--- src/rtl/freq_pkg.sv ---
// Shared frequency-path definitions: autorange FSM encoding and the default
// gate/threshold values used by the counting, autorange and display blocks.
package freq_pkg;

   typedef enum logic [1:0] {
      IDLE  = 2'd0,
      START = 2'd1,
      WAIT  = 2'd2,
      EVAL  = 2'd3
   } state_t;

   localparam int DEF_BASE_PERIOD = 1199;
   localparam int DEF_LOW         = 10;
   localparam int DEF_HIGH        = 99;

endpackage

--- src/rtl/freq_autorange_if.sv ---
// Handshake between the autorange controller (master) and the counting engine (slave).
interface freq_autorange_if #(
   parameter int BITS     = 12,
   parameter int CNT_BITS = 8
);
   logic                meas_start;
   logic [BITS-1:0]     meas_period;
   logic                meas_done;
   logic [CNT_BITS-1:0] meas_count;
   logic                meas_ovf;

   modport master (
      output meas_start,
      output meas_period,
      input  meas_done,
      input  meas_count,
      input  meas_ovf
   );

   modport slave (
      input  meas_start,
      input  meas_period,
      output meas_done,
      output meas_count,
      output meas_ovf
   );
endinterface

--- src/rtl/autorange_period_rom.sv ---
// Range index to gate period: period(k) = ((BASE_PERIOD+1) >> k) - 1.
// Indices beyond RANGES-1 alias the shortest window.
module autorange_period_rom #(
   parameter int BITS        = 12,
   parameter int BASE_PERIOD = 1199,
   parameter int RANGES      = 4
) (
   input  logic [2:0]      range_idx,
   output logic [BITS-1:0] period
);

   logic [BITS-1:0] table_w [8];

   generate
      for (genvar gi = 0; gi < 8; gi++) begin : g_entry
         localparam int K = (gi < RANGES) ? gi : RANGES - 1;
         localparam int P = ((BASE_PERIOD + 1) >> K) - 1;
         assign table_w[gi] = BITS'(P);
      end
   endgenerate

   assign period = table_w[range_idx];

endmodule

--- src/rtl/freq_autorange.sv ---
// Autoranging controller: steps the gate window of the counting engine until
// the edge count lands in LOW..HIGH, then publishes the count and range.
module freq_autorange
   import freq_pkg::*;
#(
   parameter int BITS        = 12,
   parameter int BASE_PERIOD = DEF_BASE_PERIOD,
   parameter int RANGES      = 4,
   parameter int CNT_BITS    = 8,
   parameter int LOW         = DEF_LOW,
   parameter int HIGH        = DEF_HIGH,
   parameter int TIMEOUT     = 2047
) (
   input  logic                clk,
   input  logic                reset,
   input  logic                enable,
   freq_autorange_if.master    meas,
   output logic                result_valid,
   output logic [CNT_BITS-1:0] result_count,
   output logic [2:0]          result_range,
   output logic                result_ovf,
   output logic                busy,
   output logic                timeout_err
);

   localparam logic [2:0]          TOP_RANGE = 3'(RANGES - 1);
   localparam logic [CNT_BITS-1:0] LOW_CNT   = CNT_BITS'(LOW);
   localparam logic [CNT_BITS-1:0] HIGH_CNT  = CNT_BITS'(HIGH);
   localparam logic [BITS-1:0]     TMO_LAST  = BITS'(TIMEOUT - 1);
   localparam logic [BITS-1:0]     PERIOD0   = BITS'(BASE_PERIOD);

   state_t              state_reg;
   logic [2:0]          range_reg;
   logic [BITS-1:0]     tmo_cnt_reg;
   logic                start_reg;
   logic [BITS-1:0]     period_reg;
   logic                valid_reg;
   logic [CNT_BITS-1:0] count_reg;
   logic [2:0]          res_range_reg;
   logic                res_ovf_reg;
   logic                busy_reg;
   logic                tmo_err_reg;

   logic [BITS-1:0]     rom_period;
   logic                step_up;
   logic                step_down;
   logic                accept;
   logic [2:0]          range_next;

   autorange_period_rom #(
      .BITS        (BITS),
      .BASE_PERIOD (BASE_PERIOD),
      .RANGES      (RANGES)
   ) u_rom (
      .range_idx (range_reg),
      .period    (rom_period)
   );

   // The decision is taken on the engine's count as meas_done is sampled, so the
   // result registers and the new range are already valid during EVAL.
   always_comb begin
      step_up    = (meas.meas_ovf || (meas.meas_count > HIGH_CNT)) && (range_reg < TOP_RANGE);
      step_down  = !step_up && (meas.meas_count < LOW_CNT) && (range_reg != 3'd0);
      accept     = !step_up && !step_down;
      range_next = range_reg;
      if (step_up) begin
         range_next = range_reg + 3'd1;
      end else if (step_down) begin
         range_next = range_reg - 3'd1;
      end
   end

   always_ff @(posedge clk or posedge reset) begin
      if (reset) begin
         state_reg     <= IDLE;
         range_reg     <= 3'd0;
         tmo_cnt_reg   <= '0;
         start_reg     <= 1'b0;
         period_reg    <= PERIOD0;
         valid_reg     <= 1'b0;
         count_reg     <= '0;
         res_range_reg <= 3'd0;
         res_ovf_reg   <= 1'b0;
         busy_reg      <= 1'b0;
         tmo_err_reg   <= 1'b0;
      end else begin
         start_reg <= 1'b0;
         valid_reg <= 1'b0;
         case (state_reg)
            IDLE: begin
               if (enable) begin
                  state_reg  <= START;
                  start_reg  <= 1'b1;
                  period_reg <= rom_period;
                  busy_reg   <= 1'b1;
               end
            end
            START: begin
               tmo_cnt_reg <= '0;
               state_reg   <= WAIT;
            end
            WAIT: begin
               if (meas.meas_done) begin
                  state_reg <= EVAL;
                  range_reg <= range_next;
                  if (accept) begin
                     valid_reg     <= 1'b1;
                     count_reg     <= meas.meas_count;
                     res_range_reg <= range_reg;
                     res_ovf_reg   <= meas.meas_ovf && (range_reg == TOP_RANGE);
                  end
               end else if (tmo_cnt_reg == TMO_LAST) begin
                  // Engine never answered: retry the same window without a result.
                  tmo_err_reg <= 1'b1;
                  state_reg   <= START;
                  start_reg   <= 1'b1;
                  period_reg  <= rom_period;
               end else begin
                  tmo_cnt_reg <= tmo_cnt_reg + 1'b1;
               end
            end
            EVAL: begin
               if (enable) begin
                  state_reg  <= START;
                  start_reg  <= 1'b1;
                  period_reg <= rom_period;
               end else begin
                  state_reg <= IDLE;
                  busy_reg  <= 1'b0;
               end
            end
            default: begin
               state_reg <= IDLE;
               busy_reg  <= 1'b0;
            end
         endcase
      end
   end

   assign meas.meas_start  = start_reg;
   assign meas.meas_period = period_reg;
   assign result_valid     = valid_reg;
   assign result_count     = count_reg;
   assign result_range     = res_range_reg;
   assign result_ovf       = res_ovf_reg;
   assign busy             = busy_reg;
   assign timeout_err      = tmo_err_reg;

endmodule

--- src/flat_wrapper.sv ---
// flat-port wrapper written by rule: the top's interface ports become plain ports
module freq_autorange_flat import freq_pkg::*;
#(
   parameter int BITS        = 12,
   parameter int BASE_PERIOD = DEF_BASE_PERIOD,
   parameter int RANGES      = 4,
   parameter int CNT_BITS    = 8,
   parameter int LOW         = DEF_LOW,
   parameter int HIGH        = DEF_HIGH,
   parameter int TIMEOUT     = 2047
)
  (clk, reset, enable, result_valid, result_count, result_range, result_ovf, busy, timeout_err, meas_meas_start, meas_meas_period, meas_meas_done, meas_meas_count, meas_meas_ovf);
  freq_autorange_if #(.BITS(BITS), .CNT_BITS(CNT_BITS)) meas_i ();
  input  logic clk;
  input  logic reset;
  input  logic enable;
  output logic result_valid;
  output logic [CNT_BITS-1:0] result_count;
  output logic [2:0] result_range;
  output logic result_ovf;
  output logic busy;
  output logic timeout_err;
  output wire logic [$bits(meas_i.meas_start)-1:0] meas_meas_start;
  output wire logic [$bits(meas_i.meas_period)-1:0] meas_meas_period;
  input wire logic [$bits(meas_i.meas_done)-1:0] meas_meas_done;
  input wire logic [$bits(meas_i.meas_count)-1:0] meas_meas_count;
  input wire logic [$bits(meas_i.meas_ovf)-1:0] meas_meas_ovf;
  assign meas_meas_start = meas_i.meas_start;
  assign meas_meas_period = meas_i.meas_period;
  assign meas_i.meas_done = meas_meas_done;
  assign meas_i.meas_count = meas_meas_count;
  assign meas_i.meas_ovf = meas_meas_ovf;
  freq_autorange #(.BITS(BITS), .BASE_PERIOD(BASE_PERIOD), .RANGES(RANGES), .CNT_BITS(CNT_BITS), .LOW(LOW), .HIGH(HIGH), .TIMEOUT(TIMEOUT)) u_core (.clk(clk), .reset(reset), .enable(enable), .meas(meas_i), .result_valid(result_valid), .result_count(result_count), .result_range(result_range), .result_ovf(result_ovf), .busy(busy), .timeout_err(timeout_err));
endmodule
--- config.mk ---
export PLATFORM = sky130hd
export DESIGN_NAME = freq_autorange_flat
export DESIGN_NICKNAME = d
export VERILOG_FILES = /design/src/rtl/freq_pkg.sv /design/src/rtl/freq_autorange_if.sv /design/src/rtl/autorange_period_rom.sv /design/src/rtl/freq_autorange.sv /design/src/flat_wrapper.sv
export SDC_FILE = /design/constraint.sdc
export NUM_CORES = 1
export LEC_CHECK = 0
export ABC_AREA = 1
export CORE_UTILIZATION = 47
export CTS_CLUSTER_DIAMETER = 60
export DETAILED_ROUTE_END_ITERATION = 8
export GPL_TIMING_DRIVEN = 1
export PLACE_DENSITY = 0.76
export SYNTH_ARGS = -nofsm -noshare
export SYNTH_HDL_FRONTEND = slang
export SYNTH_SLANG_ARGS = --single-unit
--- constraint.sdc ---
create_clock -name clk -period 1.7 [get_ports clk]
set_clock_uncertainty 0.2 [all_clocks]
set_input_delay 0.425 -clock clk [delete_from_list [all_inputs] [get_ports clk]]
set_output_delay 0.425 -clock clk [all_outputs]
set_load 0.03 [all_outputs]
==> impl_metrics.prom, run 1 <==
# TYPE chip_impl_metric gauge
chip_impl_info{name="violations",value="design-rule violations, negative setup slack"} 1
chip_impl_metric{name="hold_buffers",unit=""} 0
chip_impl_metric{name="final_nets",unit=""} 389
chip_impl_metric{name="dp_hpwl",unit="mm"} 3.75
chip_impl_metric{name="synth_simple_gate_area_share",unit="%"} 28.1
chip_impl_metric{name="placer_s_final_routability_congestion_estimate",unit=""} 0.817
chip_impl_metric{name="postRouteWirelength",unit="mm"} 5.95
chip_impl_metric{name="routedWlPerCell",unit="µm"} 14.3
chip_impl_info{name="grt_setup_unrepaired",value="true"} 1
chip_impl_metric{name="synth-seq-area-share",unit="%"} 45.8
chip_impl_metric{name="clock_path_buffers",unit=""} 2
chip_impl_metric{name="firstDrtPassIters",unit=""} 6
chip_impl_metric{name="stdcell_area",unit="µm²"} 3400
chip_impl_metric{name="die_x",unit="µm"} 71.2
chip_impl_metric{name="synth_area",unit="µm²"} 2250
chip_impl_metric{name="num_vias",unit=""} 2130
chip_impl_metric{name="worst-path-max-fanout",unit=""} 8
chip_impl_metric{name="detail_route.vias_per_cell",unit=""} 5.12
chip_impl_metric{name="grt_pass1_vias",unit=""} 2071
chip_impl_metric{name="final_layout_size_suffix_gt1_share",unit="%"} 39.6
chip_impl_info{name="crit_chain",value="inv_2 > ha_4 > nand2_4 > nand4_1 > nand3_4 > clkbuf_16 > nand2_1 > nand2_1"} 1
chip_impl_metric{name="final_antenna_net_count",unit=""} 0
chip_impl_metric{name="tritoncts_sinks",unit=""} 41
chip_impl_metric{name="compound_cell_area_share_of_the_yosys_netlist",unit="%"} 8.44
chip_impl_info{name="cts_tree",value="yes"} 1
chip_impl_metric{name="timing.final.crit_share",unit="%"} 101
chip_impl_metric{name="instance_area_after_placement",unit="µm²"} 2980
chip_impl_metric{name="cts-htree-levels",unit=""} 2
chip_impl_metric{name="design.portCount",unit=""} 41
chip_impl_metric{name="core_area",unit="µm²"} 4470
chip_impl_metric{name="fin_crit",unit="ns"} 1.72
chip_impl_metric{name="grt_first_pass_wirelength",unit="mm"} 9.06
chip_impl_metric{name="worstPathArrival",unit="ns"} 1.72
chip_impl_metric{name="starting_density_of_the_core",unit="%"} 50.3
chip_impl_metric{name="final-max-slew-violation-count",unit=""} 0
chip_impl_metric{name="antennaDiodeCount",unit=""} 0
chip_impl_metric{name="synth-adder-area-share",unit="%"} 7.56
chip_impl_metric{name="synth_cell_types",unit=""} 28
chip_impl_metric{name="remaining_routing_drc_violations",unit=""} 1
chip_impl_metric{name="floorplan.rows",unit=""} 24
chip_impl_metric{name="synthesis.yosys.warnings",unit=""} 0
chip_impl_info{name="crit_start_category",value="flop"} 1
chip_impl_metric{name="power_leakage",unit="nW"} 1.72
chip_impl_metric{name="i_o_buffers",unit=""} 38
chip_impl_metric{name="design.die.area",unit="µm²"} 5070
chip_impl_metric{name="synth.area.mux_share",unit="%"} 0
chip_impl_info{name="synth_flop_cell",value="sky130_fd_sc_hd__dfrtp_1"} 1
chip_impl_metric{name="power_per_cell_area",unit="nW/µm²"} 1800
chip_impl_metric{name="grt_max_degree",unit=""} 42
chip_impl_metric{name="crit_required",unit="ns"} 1.70
chip_impl_metric{name="timing.final.setup_violations",unit=""} 7
chip_impl_metric{name="postSynthRegisterBits",unit=""} 41
chip_impl_info{name="outcome",value="finished with violations"} 1
chip_impl_info{name="worstSetupEndpointType",value="flop"} 1
chip_impl_info{name="clock_tree.root_cell",value="sky130_fd_sc_hd__clkbuf_8"} 1
chip_impl_metric{name="largest_reg_flops",unit=""} 12
chip_impl_metric{name="synthesis.area_per_instance",unit="µm²"} 8.13
chip_impl_info{name="cp_most_frequent_cell",value="sky130_fd_sc_hd__nand2_1"} 1
chip_impl_info{name="hold_class",value="input port to flop"} 1
chip_impl_metric{name="power.ir.vdd_worst",unit="mV"} 1.12
chip_impl_metric{name="fill_cells",unit=""} 286
chip_impl_metric{name="setup_ws",unit="ns"} -0.0248
chip_impl_metric{name="layout-area-overhead-vs-synth",unit="%"} 51.1
chip_impl_metric{name="post_synth_edffs",unit=""} 0
chip_impl_info{name="crit_path_top_delay_cell",value="sky130_fd_sc_hd__dfrtp_2"} 1
chip_impl_info{name="main_combinational_cell_family_by_area_after_synthesis",value="simple AND/OR/NAND/NOR gates"} 1
chip_impl_metric{name="gr-total-overflow",unit=""} 0
chip_impl_metric{name="antenna_found_initial",unit=""} 0
chip_impl_metric{name="timing.critical_path.buf_inv",unit=""} 2
chip_impl_metric{name="max_freq",unit="MHz"} 580
chip_impl_metric{name="worst_setup_hold_path_clk_slew",unit="ns"} 0.09
chip_impl_metric{name="timing.final.hold_violations",unit=""} 0
chip_impl_metric{name="drv_cap",unit=""} 0
chip_impl_metric{name="postSynthCellCount",unit=""} 277
chip_impl_metric{name="post_route_hold_slack",unit="ns"} 0.265
chip_impl_metric{name="die_height",unit="µm"} 71.2
chip_impl_metric{name="syn-num-nets",unit=""} 303
chip_impl_info{name="critPathKind",value="flop to flop"} 1
chip_impl_metric{name="yosys.area_share.xor_xnor",unit="%"} 2.33
chip_impl_metric{name="groute.usage.overall",unit="%"} 22.7
chip_impl_metric{name="share_of_flip_flops_with_an_asynchronous_set_or_reset",unit="%"} 100
chip_impl_metric{name="critical_path.max_stage_delay",unit="ns"} 0.47
chip_impl_metric{name="worstSkewPairLatency",unit="ns"} 0.30
chip_impl_info{name="path_delay_family",value="simple AND/OR/NAND/NOR gates"} 1
chip_impl_metric{name="cts_buffers",unit=""} 5
chip_impl_metric{name="drt-initial-drc-count",unit=""} 97
[metrics by stage]
stage               instances  util, %  setup TNS (ns)  setup WS, ns  total power [mW]
CTS                       410     71.3               0       0.00271              5.55
global route              416     76.0          -0.858       -0.0847              6.44
global placement          397     66.6           -8.93        -0.467              4.49
floorplan                 277        -         -0.0368      -0.00992              3.37
finish                    416     76.0         -0.0847       -0.0248              6.11
detailed placement        397     66.6           -9.85        -0.529              4.58
[placed cells by master, fill, tap and decap left out, drive strengths merged, types with 6 or more instances in the layout]
cell type | synthesis | layout
ha | 12 | 12
nand3 | 16 | 16
inv | 25 | 26
dlygate4sd2 | 0 | 9
xor2 | 6 | 6
buf | 8 | 57
o21ai | 24 | 24
nand2 | 104 | 104
clkbuf | 0 | 17
nor2 | 23 | 23
dfrtp | 36 | 36
[repair_timing]
| action | CTS | global route |
|---|---|---|
| pin swaps | 5 | 11 |
| cloned | 1 | 2 |
| endpoints found under the setup margin | 44 | 45 |
| buffers inserted | 4 | 4 |
| resized for setup | 40 | 75 |
[worst reg2reg max path, delay by kind of cell, from the launching register on]
family,cells,cell delay [ns]
AND/OR/NAND/NOR,5,0.50
flip-flops,1,0.47
buffers and inverters,2,0.30
adder cells (fa/ha/maj),1,0.15
[synth_stat cells, types with 2 or more instances]
master	instances	area share, %
sky130_fd_sc_hd__nand2_1	101	17
sky130_fd_sc_hd__dfrtp_1	36	40
sky130_fd_sc_hd__inv_1	25	4.2
sky130_fd_sc_hd__nor2_1	21	3.5
sky130_fd_sc_hd__nand3_1	13	2.9
sky130_fd_sc_hd__ha_1	12	6.7
sky130_fd_sc_hd__o21ai_0	12	2.7
sky130_fd_sc_hd__o21ai_2	8	3.1
sky130_fd_sc_hd__xor2_1	6	2.3
sky130_fd_sc_hd__a21oi_1	5	1.1
sky130_fd_sc_hd__buf_4	5	1.7
sky130_fd_sc_hd__dfstp_2	5	5.8
sky130_fd_sc_hd__nand4_1	5	1.4
sky130_fd_sc_hd__o21ai_1	4	0.89
sky130_fd_sc_hd__nand3_2	3	1.3
sky130_fd_sc_hd__buf_6	2	1.0
sky130_fd_sc_hd__conb_1	2	0.33
sky130_fd_sc_hd__nand2_2	2	0.56
[power by group]
part / leakage (nW) / total (mW) / switching (mW) / internal [mW]
clock: 0.0574 / 0.831 / 0.354 / 0.478
sequential: 0.520 / 1.61 / 0.263 / 1.34
combinational: 1.14 / 3.68 / 2.10 / 1.58
total: 1.72 / 6.11 / 2.72 / 3.40
[final timing paths]
check                                              end  cells after the start  slack [ns]                        from
max in group asynchronous  u_core.meas.meas_period[10]                      3        0.75                       reset
hold / removal                  u_core.result_count[7]                      4        0.26          meas_meas_count[7]
setup / recovery                u_core.result_count[5]                      8       -0.02         u_core.range_reg[0]
hold reg to reg             u_core.meas.meas_period[2]                      2        0.28  u_core.meas.meas_period[2]
min in group asynchronous        u_core.tmo_cnt_reg[8]                      3        0.29                       reset
setup reg to reg                u_core.result_count[5]                      8       -0.02         u_core.range_reg[0]
[kinds of logic after synthesis]
family / after synthesis
simple gates: 149
flops: 41
xor+xnor: 6
buf+inv: 35
fa+ha+maj: 13
other cells: 2
compound gates: 31
[metal layers]
metal  track usage, %  wire [µm]
met1             28.3       2540
met2             39.5       3090
met3             5.77        251
met4             5.78         71
met5                0          0
[layout make-up]
type / count / area [µm²] / area share [%]
Inverter: 27 / 116 / 3.42
Tap cell: 52 / 65.1 / 1.91
Clock buffer: 6 / 82.6 / 2.43
Multi-Input combinational cell: 201 / 1270 / 37.4
Timing Repair Buffer: 87 / 792 / 23.3
Sequential cell: 41 / 1030 / 30.4
Clock inverter: 2 / 37.5 / 1.10
No activity file was read; power rests on OpenSTA's default activity.
==> run 2: changes to the inputs <==
- PLACE_DENSITY: 0.76 -> 0.82
==> impl_metrics.prom, run 2 (same netlist as run 1, synthesis figures left out) <==
# TYPE chip_impl_metric gauge
chip_impl_metric{name="final_layout_size_suffix_gt1_share",unit="%"} 43.2
chip_impl_info{name="grt_setup_unrepaired",value="true"} 1
chip_impl_metric{name="drv_cap",unit=""} 0
chip_impl_metric{name="gr-total-overflow",unit=""} 0
chip_impl_metric{name="crit_required",unit="ns"} 1.74
chip_impl_metric{name="starting_density_of_the_core",unit="%"} 50.3
chip_impl_metric{name="die_height",unit="µm"} 71.2
chip_impl_metric{name="cts_buffers",unit=""} 5
chip_impl_metric{name="worstPathArrival",unit="ns"} 1.84
chip_impl_info{name="critPathKind",value="flop to flop"} 1
chip_impl_metric{name="critical_path.max_stage_delay",unit="ns"} 0.43
chip_impl_metric{name="post_route_setup_tns",unit="ns"} -0.647
chip_impl_metric{name="i_o_buffers",unit=""} 38
chip_impl_metric{name="power.ir.vdd_worst",unit="mV"} 1.06
chip_impl_metric{name="num_vias",unit=""} 2147
chip_impl_info{name="critical_path_source",value="u_core.tmo_cnt_reg[0]"} 1
chip_impl_metric{name="die_x",unit="µm"} 71.2
chip_impl_metric{name="core_area",unit="µm²"} 4470
chip_impl_metric{name="placer_s_final_routability_congestion_estimate",unit=""} 0.855
chip_impl_metric{name="final-max-slew-violation-count",unit=""} 0
chip_impl_metric{name="timing.final.crit_share",unit="%"} 106
chip_impl_metric{name="timing.reg2reg.setup_slack",unit="ns"} -0.10
chip_impl_info{name="r2r-end",value="u_core.meas.meas_period[1]"} 1
chip_impl_metric{name="worst-path-max-fanout",unit=""} 8
chip_impl_metric{name="setup_ws",unit="ns"} -0.101
chip_impl_metric{name="antenna_found_initial",unit=""} 0
chip_impl_info{name="worstReg2RegStart",value="u_core.tmo_cnt_reg[0]"} 1
chip_impl_metric{name="instance_area_after_placement",unit="µm²"} 3000
chip_impl_metric{name="antennaDiodeCount",unit=""} 0
chip_impl_metric{name="utilization",unit="%"} 75.4
chip_impl_metric{name="worstSkewPairLatency",unit="ns"} 0.30
chip_impl_metric{name="totalPowerFinal",unit="mW"} 6.02
chip_impl_info{name="critPathCapture",value="u_core.meas.meas_period[1]"} 1
chip_impl_info{name="clock_tree.root_cell",value="sky130_fd_sc_hd__clkbuf_8"} 1
chip_impl_metric{name="final_nets",unit=""} 393
chip_impl_metric{name="fill_cells",unit=""} 283
chip_impl_metric{name="floorplan.rows",unit=""} 24
chip_impl_metric{name="worst_setup_hold_path_clk_slew",unit="ns"} 0.09
chip_impl_metric{name="clock_path_buffers",unit=""} 2
chip_impl_info{name="worstSetupEndpointType",value="flop"} 1
chip_impl_metric{name="firstDrtPassIters",unit=""} 4
chip_impl_metric{name="grt_max_degree",unit=""} 35
chip_impl_metric{name="hold_buffers",unit=""} 0
chip_impl_metric{name="layout-area-overhead-vs-synth",unit="%"} 49.8
chip_impl_metric{name="remaining_routing_drc_violations",unit=""} 0
chip_impl_metric{name="cts-htree-levels",unit=""} 2
chip_impl_info{name="crit_path_top_delay_cell",value="sky130_fd_sc_hd__dfrtp_1"} 1
chip_impl_metric{name="rr_worst_depth",unit=""} 10
chip_impl_metric{name="grt_first_pass_wirelength",unit="mm"} 8.83
chip_impl_metric{name="largest_reg_flops",unit=""} 12
chip_impl_metric{name="design.die.area",unit="µm²"} 5070
chip_impl_info{name="cts_tree",value="yes"} 1
chip_impl_info{name="most-common-layout-cells",value="sky130_fd_sc_hd__nand2_1 (77), sky130_fd_sc_hd__buf_4 (51), sky130_fd_sc_hd__dfrtp_1 (34)"} 1
chip_impl_metric{name="routedWlPerCell",unit="µm"} 15.0
chip_impl_metric{name="detail_route.vias_per_cell",unit=""} 5.11
chip_impl_info{name="hold_class",value="input port to asynchronous set/reset pin"} 1
chip_impl_metric{name="final_antenna_net_count",unit=""} 0
chip_impl_metric{name="max_freq",unit="MHz"} 555
chip_impl_info{name="outcome",value="finished with violations"} 1
chip_impl_metric{name="drt-initial-drc-count",unit=""} 105
chip_impl_metric{name="dp_hpwl",unit="mm"} 3.65
chip_impl_metric{name="fin_crit",unit="ns"} 1.80
chip_impl_info{name="crit_start_category",value="flop"} 1
chip_impl_metric{name="grt_pass1_vias",unit=""} 1986
chip_impl_metric{name="power_leakage",unit="nW"} 1.71
chip_impl_metric{name="timing.final.hold_violations",unit=""} 0
chip_impl_metric{name="groute.usage.overall",unit="%"} 22.5
chip_impl_metric{name="design.portCount",unit=""} 41
chip_impl_info{name="crit_chain",value="inv_2 > ha_4 > nand2_4 > nor2_4 > nand3_4 > nand2_4 > nand3_4 > clkbuf_16 > nand2_1 > o21ai_2"} 1
chip_impl_metric{name="stdcell_area",unit="µm²"} 3370
chip_impl_metric{name="postRouteWirelength",unit="mm"} 6.29
chip_impl_metric{name="tritoncts_sinks",unit=""} 41
chip_impl_info{name="layout.cells.most_common",value="sky130_fd_sc_hd__nand2_1"} 1
chip_impl_info{name="violations",value="negative setup slack"} 1
chip_impl_metric{name="timing.final.setup_violations",unit=""} 19
chip_impl_metric{name="power_per_cell_area",unit="nW/µm²"} 1780
run 2: cell types whose count changed in the layout (fill, tap and decap cells not counted), moves of 2 or more:
cell | before | now
sky130_fd_sc_hd__o21ai_0 | 2 | 0
sky130_fd_sc_hd__o21ai_2 | 9 | 13
sky130_fd_sc_hd__clkbuf_2 | 9 | 16
sky130_fd_sc_hd__dlygate4sd2_1 | 9 | 6
sky130_fd_sc_hd__nand2_1 | 82 | 77
sky130_fd_sc_hd__buf_12 | 4 | 2
sky130_fd_sc_hd__nand3_1 | 12 | 10
sky130_fd_sc_hd__buf_4 | 49 | 51
sky130_fd_sc_hd__a21oi_2 | 1 | 3
sky130_fd_sc_hd__ha_1 | 7 | 9
sky130_fd_sc_hd__nand2_2 | 14 | 20
sky130_fd_sc_hd__nand3_2 | 1 | 3
run 2: worst min-delay path by stage:
stage / end
5_1_grt: u_core.timeout_err
2_1_floorplan: u_core.tmo_cnt_reg[11]
3_5_place_dp: u_core.timeout_err
3_3_place_gp: u_core.timeout_err
6_report: u_core.tmo_cnt_reg[6]
4_1_cts: u_core.tmo_cnt_reg[8]
run 2: worst max-delay path, delay by kind of cell, from the launching register on:
| family | cells | cell delay [ns] |
|---|---|---|
| fa+ha+maj | 1 | 0.14 |
| buf+inv | 2 | 0.30 |
| simple gates | 6 | 0.57 |
| flops | 1 | 0.43 |
| compound gates | 1 | 0.08 |
run 2: layout make-up:
class	instances	area, µm²	share of cell area, %
multi-input cells	201	1270	37.8
flip-flops and latches	41	1030	30.7
repair buffers	90	759	22.5
clock buffers	5	68.8	2.04
inverters	27	116	3.45
repair inverters	1	8.76	0.260
clock inverters	3	46.3	1.37
well taps	52	65.1	1.93
run 2: per-stage QoR:
stage / std cells / setup WS [ns] / hold WS [ns]
after floorplan: 277 / -0.00992 / 0.280
after global placement: 402 / -0.466 / 0.258
after detailed placement: 402 / -0.545 / 0.259
after CTS: 410 / -0.0226 / 0.269
after global routing: 420 / -0.152 / 0.305
final: 420 / -0.101 / 0.265
run 2: layer usage:
metal,routed length [µm],global-route usage [%],part of all wire (%)
met2,3330,39.9,53
met5,0,0,0
met4,141,8.67,2.2
met3,238,5.91,3.8
met1,2590,26.1,41
run 2: report_power, final:
group          switching (mW)  internal (mW)
logic                    2.14           1.45
clock network           0.378          0.440
registers               0.263           1.34
total                    2.78           3.24
run 2: timing repair:
action,CTS,global route
cloned,0,4
pin swaps,3,26
endpoints found under the hold margin,0,0
endpoints found under the setup margin,51,56
gates resized for setup,38,101
buffers inserted,1,7
==> run 3: changes to the inputs <==
- GPL_ROUTABILITY_DRIVEN: not set -> 0
==> results of run 3 <==
Final layout, timing and power as in run 2 (identical DEF).
